**config.mk**
```make
export PLATFORM = sky130hd
export DESIGN_NAME = auto_motion_sequencer
export DESIGN_NICKNAME = d
export VERILOG_FILES = /design/src/rtl/auto_motion_sequencer.sv
export SDC_FILE = /design/constraint.sdc
export NUM_CORES = 1
export LEC_CHECK = 0
export CELL_PAD_IN_SITES_DETAIL_PLACEMENT = 0
export CELL_PAD_IN_SITES_GLOBAL_PLACEMENT = 1
export CORE_MARGIN = 5
export CORE_UTILIZATION = 30
export DETAILED_ROUTE_END_ITERATION = 6
export DONT_BUFFER_PORTS = 1
export PLACE_DENSITY = 0.56
export SYNTH_ARGS = -nofsm -noshare
export SYNTH_HDL_FRONTEND = slang
export SYNTH_SLANG_ARGS = --single-unit
```
**constraint.sdc**
```tcl
create_clock -name sys_clk -period 2 [get_ports sys_clk]
set_input_delay 0 -clock sys_clk [delete_from_list [all_inputs] [get_ports sys_clk]]
set_output_delay 0 -clock sys_clk [all_outputs]
set_load 0.02 [all_outputs]
```
**src/rtl/auto_motion_sequencer.sv**
```systemverilog
// Tick-timed maze-driving sequencer: MOVE -> WAIT -> DECIDE -> TURN -> MOVE.
// DECIDE picks a heading by the right-hand rule and flags forks and dead ends.
module auto_motion_sequencer #(
  parameter int CNT_W      = 8,
  parameter int MOVE_TICKS = 3,
  parameter int WAIT_TICKS = 1,
  parameter int TURN_TICKS = 5
) (
  input  logic       sys_clk,
  input  logic       rst,
  input  logic       tick,
  input  logic       power,
  input  logic       start,
  input  logic       stop,
  input  logic [3:0] turn_detector,
  output logic [3:0] next_turn,
  output logic       motor_en,
  output logic [2:0] next_state,
  output logic       pl_beacon_sig,
  output logic       de_beacon_sig,
  output logic [7:0] step_cnt
);

  typedef enum logic [2:0] {
    S_IDLE   = 3'd0,
    S_MOVE   = 3'd1,
    S_WAIT   = 3'd2,
    S_DECIDE = 3'd3,
    S_TURN   = 3'd4,
    S_DONE   = 3'd5
  } state_t;

  localparam logic [3:0] DIR_NONE  = 4'b0000;
  localparam logic [3:0] DIR_FRONT = 4'b0001;
  localparam logic [3:0] DIR_BACK  = 4'b0010;
  localparam logic [3:0] DIR_RIGHT = 4'b0100;
  localparam logic [3:0] DIR_LEFT  = 4'b1000;

  localparam logic [CNT_W-1:0] MOVE_LAST  = CNT_W'(MOVE_TICKS - 1);
  localparam logic [CNT_W-1:0] WAIT_LAST  = CNT_W'(WAIT_TICKS - 1);
  localparam logic [CNT_W-1:0] TURN_LAST  = CNT_W'(TURN_TICKS - 1);
  localparam logic [CNT_W-1:0] UTURN_LAST = CNT_W'(2 * TURN_TICKS - 1);

  state_t           state_q, state_d;
  logic [CNT_W-1:0] cnt_q, cnt_d;
  logic [3:0]       dir_q, dir_d;
  logic [3:0]       next_turn_d;
  logic             motor_en_d, pl_d, de_d;
  logic [7:0]       step_d;

  logic             left_clr, right_clr, front_clr;
  logic [1:0]       open_cnt;
  logic [CNT_W-1:0] turn_last;

  // Detector flags are {left,right,back,front}; back never influences the choice.
  assign left_clr  = ~turn_detector[3];
  assign right_clr = ~turn_detector[2];
  assign front_clr = ~turn_detector[0];
  assign open_cnt  = 2'(left_clr) + 2'(right_clr) + 2'(front_clr);
  assign turn_last = (dir_q == DIR_BACK) ? UTURN_LAST : TURN_LAST;

  // NOTE: every signal driven here gets a default first, so no path leaves it unassigned and no latch is inferred.
  always_comb begin
    state_d = state_q;
    cnt_d   = cnt_q;
    dir_d   = dir_q;
    step_d  = step_cnt;
    pl_d    = 1'b0;
    de_d    = 1'b0;

    if (!power || stop) begin
      state_d = S_IDLE;
    end else begin
      case (state_q)
        S_IDLE, S_DONE: begin
          if (start) state_d = S_MOVE;
        end
        S_MOVE: begin
          if (tick) begin
            if (cnt_q == MOVE_LAST) state_d = S_WAIT;
            else                    cnt_d   = cnt_q + CNT_W'(1);
          end
        end
        S_WAIT: begin
          if (tick) begin
            if (cnt_q == WAIT_LAST) state_d = S_DECIDE;
            else                    cnt_d   = cnt_q + CNT_W'(1);
          end
        end
        S_DECIDE: begin
          step_d = step_cnt + 8'd1;
          pl_d   = (open_cnt >= 2'd2);
          de_d   = (open_cnt == 2'd0);
          if (right_clr) begin
            dir_d   = DIR_RIGHT;
            state_d = S_TURN;
          end else if (front_clr) begin
            dir_d   = DIR_FRONT;
            state_d = S_MOVE;
          end else if (left_clr) begin
            dir_d   = DIR_LEFT;
            state_d = S_TURN;
          end else begin
            dir_d   = DIR_BACK;
            state_d = S_TURN;
          end
        end
        S_TURN: begin
          if (tick) begin
            if (cnt_q == turn_last) state_d = S_MOVE;
            else                    cnt_d   = cnt_q + CNT_W'(1);
          end
        end
        default: state_d = S_IDLE;
      endcase
    end

    // Entering any state restarts the phase count, so an entry-cycle tick is never counted.
    if (state_d != state_q) cnt_d = '0;

    motor_en_d = (state_d == S_MOVE) || (state_d == S_TURN);
    case (state_d)
      S_MOVE:  next_turn_d = DIR_FRONT;
      S_TURN:  next_turn_d = dir_d;
      default: next_turn_d = DIR_NONE;
    endcase
  end

  // NOTE: sequential state uses non-blocking assignments so every flop samples pre-edge values.
  always_ff @(posedge sys_clk) begin
    if (rst) begin
      state_q       <= S_IDLE;
      cnt_q         <= '0;
      dir_q         <= DIR_NONE;
      next_turn     <= DIR_NONE;
      motor_en      <= 1'b0;
      pl_beacon_sig <= 1'b0;
      de_beacon_sig <= 1'b0;
      step_cnt      <= 8'd0;
    end else begin
      state_q       <= state_d;
      cnt_q         <= cnt_d;
      dir_q         <= dir_d;
      next_turn     <= next_turn_d;
      motor_en      <= motor_en_d;
      pl_beacon_sig <= pl_d;
      de_beacon_sig <= de_d;
      step_cnt      <= step_d;
    end
  end

  assign next_state = state_q;

endmodule

```
Word level (Yosys, flattened, before mapping)
Index checks and enable logic that the tools add are counted.

Bits in registers: 30. Bits of input ports: 10. Output and inout port bits: 18. Logic and storage cells: 72.

Add/subtract/negate cells: 4. Order comparisons: 1. Eq/ne operators: 17. Muxes and demuxes: 25. Bitwise logic cells: 5. Reductions and logical operators: 12.

Operators with widths (number): 8-bit two-way mux (6); 3-bit two-way mux (10); 4-bit two-way mux (6); 8-bit one-hot mux with 3 select lines (1); 8-bit by 1-bit adder with 8-bit output (second input constant) (2); 3-bit one-hot mux with 5 select lines (1); 2-bit != test (second input constant) (6); 3-bit equality test (second input constant) (3); 8-bit by 2-bit equality test with 1-bit output (second input constant) (1); 8-bit by 4-bit equality test with 1-bit output (1); 8-bit logical NOT (1); 4-bit one-hot mux with 2 select lines (1); 8-bit AND reduction (1); 3-bit by 1-bit equality test with 1-bit output (second input constant) (2); 3-bit by 2-bit equality test with 1-bit output (second input constant) (2); 1-bit NOT (5); 4-bit by 2-bit equality test with 1-bit output (second input constant) (1); 2-bit OR reduction (2); 3-bit logical NOT (1); 3-bit != test (1); 3-bit nonzero test (1); 3-bit OR reduction (1); 1-bit by 1-bit adder with 2-bit output (1); 2-bit by 1-bit adder with 2-bit output (1); other kinds (5) (6).

Logic depth before layout (Yosys ltp)
Word-level depth: 9. Gate-level depth with buffers: 8. Mapped depth without buffers: 8.

Worst setup path before layout
OpenSTA, ideal clock, no wires.

Kind: register to register. From: reg state_q[2] (netlist: next_state[2]). To: reg cnt_q[0]. Setup time: 0.078 ns. Arrival time: 1.751 ns. Data required time: 1.922 ns. Slack: 0.172 ns. Cell stages (with the launch flop): 7. Path buffers: 1. Cell sequence: dfxtp_1 -> buf_2 -> nand2b_1 -> nor3_1 -> a32oi_4 -> a211o_2 -> nor3_1.

Longest elaborated chain between the ends: 6. Elaborated cells between the ends (all ways): 27. Classes of those cells: eq/ne: 12; mux: 10; reduce/logical: 5.

RTL lines: start, declared (RTL line 44) `state_t state_q, state_d;`; start signal, assigned (RTL line 141) `state_q <= state_d;`; 3-bit equality test, or another cell as far along (RTL line 74) `case (state_q)`; 2-bit OR reduction, or another cell as far along (RTL line 74); 3-bit one-hot mux with 5 select lines (RTL line 74); 3-bit two-way mux (RTL line 71) `if (!power || stop) begin`; 3-bit != test (RTL line 119) `if (state_d != state_q) cnt_d = '0;`; 2-bit OR reduction (no source line); end signal, assigned (RTL line 142) `cnt_q <= cnt_d;`; end, declared (RTL line 45) `logic [CNT_W-1:0] cnt_q, cnt_d;`.

Several ways; a longest one is shown, not always the timed one. A chain may end at the register's enable or synchronous reset.

Final worst setup path
From: reg cnt_q[6]. To: reg motor_en.

Longest elaborated chain between the ends: 7. Elaborated cells between the ends (all ways): 14. Classes of those cells: eq/ne: 4; mux: 8; reduce/logical: 2.

RTL lines: 8-bit by 4-bit equality test with 1-bit output, or another cell as far along (RTL line 110) `if (cnt_q == turn_last) state_d = S_MOVE;`; 3-bit two-way mux (on tied branches) (RTL line 110, 80, 86); 3-bit two-way mux (on tied branches) (RTL line 109, 79, 85); 3-bit one-hot mux with 5 select lines * (RTL line 74); 3-bit two-way mux * (RTL line 71); 3-bit by 1-bit equality test with 1-bit output / 3-bit equality test (equally long branches) (RTL line 121) `motor_en_d = (state_d == S_MOVE) || (state_d == S_TURN);`; 1-bit logical OR * (RTL line 121); end signal, assigned (RTL line 145) `motor_en <= motor_en_d;`; end, declared (RTL line 17) `output logic motor_en,`.

Mark *: on every way between the ends. The rest lies on a longest branch, timed or not.

==> impl_metrics.toml <==
[logic_synthesis]
synth_top_area_cell = "dfxtp_1"
ys_warn_count = 0
mappedNetlistArea_sq_um = 1560
syn_area_per_cell_sq_um = 9.00
synth_top_area_share_pct = 38.6
ys.flop_type = "dfxtp_1"
synth_edf_count = 0
ys_ff_latch = 30
yosysMostFrequentCell = "dfxtp_1"
synthTopCellsByCount = "30 x dfxtp_1, 17 x nor2_1, 15 x nor3_1, 12 x nand2_1, 11 x xor2_1"
synth-seq-area-share_pct = 38.6
syn_nets = 190
async_flop_share_pct = 0
synth_area_leaders = "dfxtp_1 39%, xor2_1 6.2%, ha_1 4.8%, nor3_1 4.8%, nor2_1 4.1%"
syn_inst = 173
netlist-cell-type-count = 40

[clock_tree]
cts_tree = "yes"
htree_levels = 2
clock_latency_ns = 0.27
cts.sinks = 30
clk_pin_slew_ns = 0.06
clock_path_buffers = 2
cts_root_buf = "clkbuf_8"
cts_buffers = 5
cts_hold_buf = 4

[finish]
num-nets-final = 210
antenna_cells = 0
drive_gt1_share_pct = 22.8
stdcell_area_sq_um = 1960
fillers = 532
fin_cells = 263
area_delta_synth_final_pct = 25.9
final_core_util_pct = 38.6

[sta]
fin_ws_ns = 0.0315
timing.hold.ws_ns = -0.212
rsz0062_at_grt = "true"
setup_viol = 0
max_freq_mhz = 508
final.period_utilization_pct = 98.4
hold_viol_final = 25
max_slew_margin_pct = 63.0
final_max_slew_viol_count = 0
worst_pin_slew_ns = 0.554
clock_skew_ns = 0.00352
min_period_ns = 1.97
setup_tns_ns = 0

[drt]
dr.pass1.iters = 4
via_per_inst = 5.00
drcViolationCount = 0
wl_per_cell_um = 14.8
num_vias = 1314
drtIter0Drc = 43
ant_nets = 0
drt-total-wl_um = 3880

[run]
max_cap_viol_count = 0

[status]
violations = "negative hold slack"
status = "finished with violations"

[pwr]
ir_drop_v = 0.000314
cellPowerDensity_nw_per_um2 = 646
leakagePower_nw = 0.746
power.total_mw = 1.27

[min_path]
hold_class = "in -> reg"

[floorplanning]
chipWidth_um = 82.1
core-area_sq_um = 5070
rows = 26
die_area_sq_um = 6730
start_util_pct = 30.7
io_pins = 28
die_height_um = 82.1

[global_routing]
grt_pass1_vias = 1343
grt_max_degree = 23
grt_usage_pct = 11.9
antenna_found_initial = 0
grt_pass1_wl_um = 6100
overflow = 0

[place]
port_buffers = 0
place_ws_ns = 0.00127
post-dp-hpwl_um = 2840
placed_area_sq_um = 1720
dpl.cell_count = 250
gp_congestion = 0.774

[critical_path]
crit_arrival_ns = 2.15
critPathKind = "reg -> reg"
required_ns = 2.19
cp_max_fo = 6
endpoint_kind = "flip-flop"
startpoint_type = "flip-flop"
layout make-up:
class                           instances  area, sq um  share of cell area, %
Multi-Input combinational cell        132          987                   50.4
Clock inverter                          1         30.0                   1.53
Inverter                                6         22.5                   1.15
Tap cell                               70         87.6                   4.47
Clock buffer                            6         82.6                   4.21
Timing Repair Buffer                   18          145                   7.40
Sequential cell                        30          606                   30.9
cell usage in the layout, fill, tap and decap left out, types with 2 or more instances in the layout:
cell	n
dlygate4sd3_1	4
nand3_1	7
xor2_1	11
nor2_1	16
inv_1	6
and3_1	6
nand2_1	12
dfxtp_1	26
nor3_1	13
ha_1	6
nand4_1	2
nand2b_1	4
buf_4	14
nor2b_1	4
clkbuf_8	6
o211a_1	2
o22ai_1	2
xnor2_1	3
dfxtp_2	4
nor3_2	2
a21oi_1	9
o2111ai_1	5
cells by family after synthesis:
logic type	count (synthesis)	share of synthesized area, %
buffers and inverters	11	2.73
AND/OR/NAND/NOR	78	26.7
flip-flops	30	38.6
XOR/XNOR	14	7.87
adder cells (fa/ha/maj)	7	6.10
multiplexers	2	1.29
AO/OA/AOI/OAI	31	16.7
worst max-delay path, stage by stage (launching register included):
cell	delay, ns
dfxtp_2	0.34
nor4_4	0.33
nand2_1	0.13
or3b_4	0.42
a32oi_4	0.29
o21ai_2	0.11
a221oi_2	0.25
timing repair:
| item | 4_1_cts | 5_1_grt |
|---|---|---|
| hold endpoints to repair | 29 | 25 |
| endpoints found under the setup margin | 4 | 16 |
| resized for setup | 2 | 17 |
| setup buffers | 0 | 2 |
| pin swaps | 0 | 8 |
final timing paths:
| path | slack [ns] | cells past startpoint | start | to |
|---|---|---|---|---|
| setup / recovery | 0.03 | 6 | cnt_q[6] | motor_en |
| hold / removal | -0.21 | 1 | rst | dir_q[3] |
| setup reg to reg | 0.03 | 6 | cnt_q[6] | motor_en |
| hold reg to reg | 0.52 | 2 | dir_q[1] | dir_q[1] |
sequential cells by signal, summed over array words and instances (netlist names):
register,flops
cnt_q,8
step_cnt,8
dir_q,4
next_turn,4
next_state,3
de_beacon_sig,1
motor_en,1
pl_beacon_sig,1
power by group:
part	internal [mW]	switching [mW]	leakage [nW]
Sequential	0.600	0.00618	0.244
Clock	0.398	0.217	0.0573
Combinational	0.0200	0.0247	0.445
per-layer routing:
| layer | routed length (um) | track usage [%] |
|---|---|---|
| met5 | 0 | 0 |
| met4 | 31 | 4.65 |
| met3 | 208 | 3.51 |
| met2 | 1950 | 21.0 |
| met1 | 1690 | 13.2 |
No activity file was read; power rests on OpenSTA's default activity.
